### config.mk
export PLATFORM = sky130hd
export DESIGN_NAME = down_timer
export DESIGN_NICKNAME = d
export VERILOG_FILES = /design/src/rtl/down_timer_pkg.sv /design/src/rtl/down_timer.sv
export SDC_FILE = /design/constraint.sdc
export NUM_CORES = 1
export LEC_CHECK = 0
export CAP_MARGIN = 20
export CORE_ASPECT_RATIO = 1.25
export CORE_MARGIN = 5
export CORE_UTILIZATION = 30
export CTS_CLUSTER_DIAMETER = 50
export DETAILED_ROUTE_END_ITERATION = 12
export PLACE_DENSITY = 0.58
export SYNTH_ARGS = -nofsm -noshare
export SYNTH_HDL_FRONTEND = slang
export SYNTH_SLANG_ARGS = --single-unit
export TNS_END_PERCENT = 50
### constraint.sdc
create_clock -name clk -period 3.8 [get_ports clk]
set_input_delay 0.76 -clock clk [delete_from_list [all_inputs] [get_ports clk]]
set_output_delay 0.76 -clock clk [all_outputs]
set_load 0.01 [all_outputs]
### src/rtl/down_timer_pkg.sv
// down_timer_pkg: shared state encoding for the down_timer block
package down_timer_pkg;
    typedef enum logic {IDLE = 1'b0, RUN = 1'b1} state_t;
endpackage

### src/rtl/down_timer.sv
// down_timer: loadable down-counter with pause, abort, optional auto-reload and registered terminal-count pulse
module down_timer
    import down_timer_pkg::*;
#(
    parameter int WIDTH = 8
) (
    input  logic             clk,
    input  logic             reset,
    input  logic             load_valid,
    output logic             load_ready,
    input  logic [WIDTH-1:0] load_value,
    input  logic             load_auto,
    input  logic             enable,
    input  logic             abort,
    output logic [WIDTH-1:0] count,
    output logic             busy,
    output logic             tc
);
    state_t state, state_nx;
    logic [WIDTH-1:0] reload_reg, reload_nx, count_nx;
    logic auto_reg, auto_nx, tc_nx;

    always_ff @(posedge clk) begin
        state <= reset ? IDLE : state_nx;
    end

    always_comb begin
        state_nx  = state;
        count_nx  = count;
        reload_nx = reload_reg;
        auto_nx   = auto_reg;
        tc_nx     = 1'b0;
        if (state == IDLE) begin
            if (load_valid) begin
                count_nx  = load_value;
                reload_nx = load_value;
                auto_nx   = load_auto;
                state_nx  = (load_value != '0) ? RUN : IDLE;
                tc_nx     = (load_value == '0);
            end
        end else if (abort) begin
            state_nx = IDLE;
            count_nx = '0;
        end else if (enable) begin
            if (count == WIDTH'(1)) begin
                tc_nx    = 1'b1;
                count_nx = auto_reg ? reload_reg : '0;
                state_nx = auto_reg ? RUN : IDLE;
            end else begin
                count_nx = count - WIDTH'(1);
            end
        end
    end

    always_ff @(posedge clk) begin
        if (reset) begin
            count      <= '0;
            reload_reg <= '0;
            auto_reg   <= 1'b0;
            tc         <= 1'b0;
        end else begin
            count      <= count_nx;
            reload_reg <= reload_nx;
            auto_reg   <= auto_nx;
            tc         <= tc_nx;
        end
    end

    always_comb begin
        busy       = (state == RUN);
        load_ready = (state == IDLE);
    end
endmodule

# Yosys cells after proc, flatten, opt, wreduce, memory -nomap -nowiden
# Index checks and enable logic that the tools add are counted.
[op_classes]
reduce_logical = 5
mux = 18
n_eq_ne = 2
n_addsub = 1
bitwise = 1
[op_table]
columns = ["operator", "count"]
rows = [
  ["$mux 8", 6],
  ["$mux 1", 12],
  ["$eq 8x1->1 const B", 1],
  ["$logic_not 8->1", 1],
  ["$reduce_bool 8->1", 1],
  ["$sub 8x1->8 const B", 1],
  ["$reduce_and 2->1", 2],
  ["$ne 3x3->1 const B", 1],
  ["$reduce_bool 2->1", 1],
  ["$not 1->1", 1],
]
[totals]
out_inout_bits = 11
in_bits = 14
reg_bits = 19
wordCells = 32

# Logic depth before layout (Yosys ltp)
[depth]
ltp_word = 5
mapped_depth = 7
depth_no_buf = 6

# Least setup slack after synthesis
# Ideal clock, no wire load.
[synth_path]
kind = "in2reg"
startpoint = "input load_valid"
endpoint = "register count[7]"
setup_slack_ps = 2024
cell_stages = 5
required_ps = 3713
arrival_time_ps = 1689
setup_ps = 87
path_buffers = 1
cell_sequence = "nor2b_1 -> clkbuf_1 -> nand2_1 -> a211o_1 -> o31ai_1"
[synth_between]
elab_chain_len = 2
[synth_lines]
columns = ["item", "line", "text"]
rows = [
  ["start, declared", "down_timer.sv:9", "input logic load_valid,"],
  ["$reduce_bool 2->1 (no line)", "--", ""],
  ["$reduce_and 2->1 (no line)", "--", ""],
  ["end signal, assigned", "down_timer.sv:62", "count <= count_nx;"],
  ["end, declared", "down_timer.sv:15", "output logic [WIDTH-1:0] count,"],
]
# No other way between the ends.
# A chain may end at the register's enable or synchronous reset.

==> run metrics <==
Iter 0 DRT Violations=25; via count=~1100; initial antenna violation count=0; Comb power frac=a little over a quarter; FMAX=453.2 MHz; hold buffers post-CTS=0; status=complete, no violations; first-pass GRT wire length=just over 5 mm; sw power=between 150 and 200 uW; cell total after placement=roughly 200; Post-CTS Setup Bufs=0; largest net degree at the start of global routing=21; GR Util All Layers=12.28%; flop2flop setup slack=around 2 ns; RSZ-0062 raised after global routing=no; total CTS buffers=3; Max VDD drop=0.2520 mV; GRT overflow=0; Pre-antenna DRT Iters=4; Netlist cell types=38; Post-synth EDFFs=0; Post-synth ARST share=0%; Slew Limit Fails=0; Worst-path clk slew=roughly 0.070 ns; Sw Ratio=a little over 30%; worst-path fanout max=20; Pint=~360 uW; Startpoint Class=input pin; GP Congestion=roughly 0.82; Clock Tree Buf Depth=2; Non-Filler Instances=200; Detail Route Antenna Nets=0; Yosys reg bits=19; largest area contributor in the netlist=dfxtp_1; CTS tree=done; Final Hold Fails=0; Nets=178; HPWL after detailed placement=between 2 and 2.5 mm; hold path cells=2; Die Ht=77.54 um; Final Critical Period=2.206 ns; total die area=a little under 0.005 mm^2; Worst EP required=~4 ns; Hold Crit Start=reload_reg[0]; most frequent cells in the layout=nand2_1, clkdlybuf4s50_1, dfxtp_1; Syn Inst Count=138; H-tree levels=1; Synth Cell Area=0.001095 mm^2; core footprint=approximately 0.0035 mm^2; power density cells=approximately 370 mW/mm^2; vias per std cell=5.490; clock root buffer=clkbuf_8; Worst Max-Slew Pin Slew=0.5694 ns; Ys Warns=0; WP data arrival=2.39 ns; Worst-Skew Late Latency=between 0.2 and 0.3 ns; number of port buffers=24; Post-CTS Resized=0; Mean Syn Cell Area=7.933 um^2; Clock Skew=between 0.001 and 0.0015 ns; clock sinks=19; DRC viols=0; Avg WL per Cell=approximately 14 um; Worst slew margin=62.04%; Crit Path Class=in2reg; diodes inserted=0; Initial Util=31.16%; vias in the first global route=~1100; Setup crit end kind=flip-flop; Main synth FF type=dfxtp_1; Synth top area share=about a third; Seq/Total Area, Yosys=between 30% and 40%; boundary pin count=25; synth top area cells=dfxtp_1, nand2_1, a21oi_1; Crit Reg-Reg Startpoint=count[0]; area delta synth->final=27.77%; Max-cap violations=0; Syn Nets=about 150; share of cells above drive strength 1=between 8 and 9%; period utilization=58.06%; worst reg2reg path depth=5; leakage=between 0.4 and 0.5 nW; Die Width=about 64 um; Worst Hold Path EP=reload_reg[0]; Hold WC Path Type=reg2reg; sequential power share=a little under half; num rows=24; power share of the clock group=27.5%; Fin Setup TNS=0 ns; Routed Wire Length=2.876 mm; R2R Path End=count[1]; final setup violation count=0
## kinds of logic (layout without fill, tap and decap cells)
group,Yosys count,in the layout,synth area share (%)
AND/OR/NAND/NOR,65,65,30.97
AO/OA/AOI/OAI,38,38,24.00
flip-flops,19,19,34.74
buffers and inverters,11,34,5.485
adder cells (fa/ha/maj),2,2,2.285
XOR/XNOR,2,2,1.600
multiplexers,1,1,0.9143
## area by class of cell
cell class | count | area (um^2)
Fill cell | 362 | 2115
Multi-Input combinational cell | 108 | 654.4
Sequential cell | 19 | 380.4
Timing Repair Buffer | 26 | 255.2
Tap cell | 39 | 48.80
Clock buffer | 4 | 45.04
Inverter | 4 | 15.01
## stage by stage
step | utilization (%) | area, um^2 | setup WS (ns) | power, mW | hold slack, ns
6_report | 39.81 | 1399 | 1.594 | 0.5178 | 0.4636
3_5_place_dp | 38.53 | 1354 | 1.331 | 0.3788 | 0.4522
4_1_cts | 39.81 | 1399 | 1.596 | 0.5227 | 0.4625
3_3_place_gp | 38.53 | 1354 | 1.325 | 0.3792 | 0.4466
5_1_grt | 39.81 | 1399 | 1.418 | 0.5451 | 0.4873
2_1_floorplan | - | 1095 | 2.024 | 0.3231 | 0.4364
## cells in the mapped netlist (3+ instances only)
| master | instances |
|---|---|
| clkbuf_1 | 3 |
| or3_1 | 3 |
| nand4_1 | 5 |
| nand2_1 | 24 |
| dfxtp_1 | 19 |
| nor2_1 | 8 |
| a21oi_1 | 14 |
| nor4_1 | 3 |
| nand3_1 | 9 |
| o21ai_0 | 8 |
| a211o_1 | 3 |
| buf_4 | 3 |
| inv_1 | 4 |
| a311oi_2 | 3 |
## worst max-delay path, stage by stage
cell and delay [ns]:
clkdlybuf4s50_1 0.39, buf_4 0.21, or3b_2 0.50, a221oi_1 0.22
o32ai_1 0.13, a21oi_1 0.17
## power by group through the flow
stage	combinational [mW]	clock, mW	sequential [mW]
finish	0.138	0.143	0.237
global route	0.151	0.153	0.241
CTS	0.138	0.148	0.237
detailed placement	0.137	0	0.242
global placement	0.138	0	0.242
floorplan	0.0831	0	0.240
## worst max-delay path by stage
stage / depth (start not counted) / end / from / slack [ns]
floorplan: 5 / count[7] / load_valid / 2.02
global placement: 6 / count[3] / reset / 1.32
detailed placement: 5 / count[6] / enable / 1.33
CTS: 6 / count[3] / reset / 1.60
global route: 5 / count[6] / abort / 1.42
finish: 6 / count[3] / reset / 1.59
## routing by layer
layer  global-route usage [%]  vias to the layer above  wire length (um)
li1                         -                      552                 -
met1                    13.95                      508              1229
met2                    20.42                       32              1436
met3                    2.457                        6               139
met4                    8.108                        0                71
met5                        0                        -                 0
(Power assumes the default switching activity.)
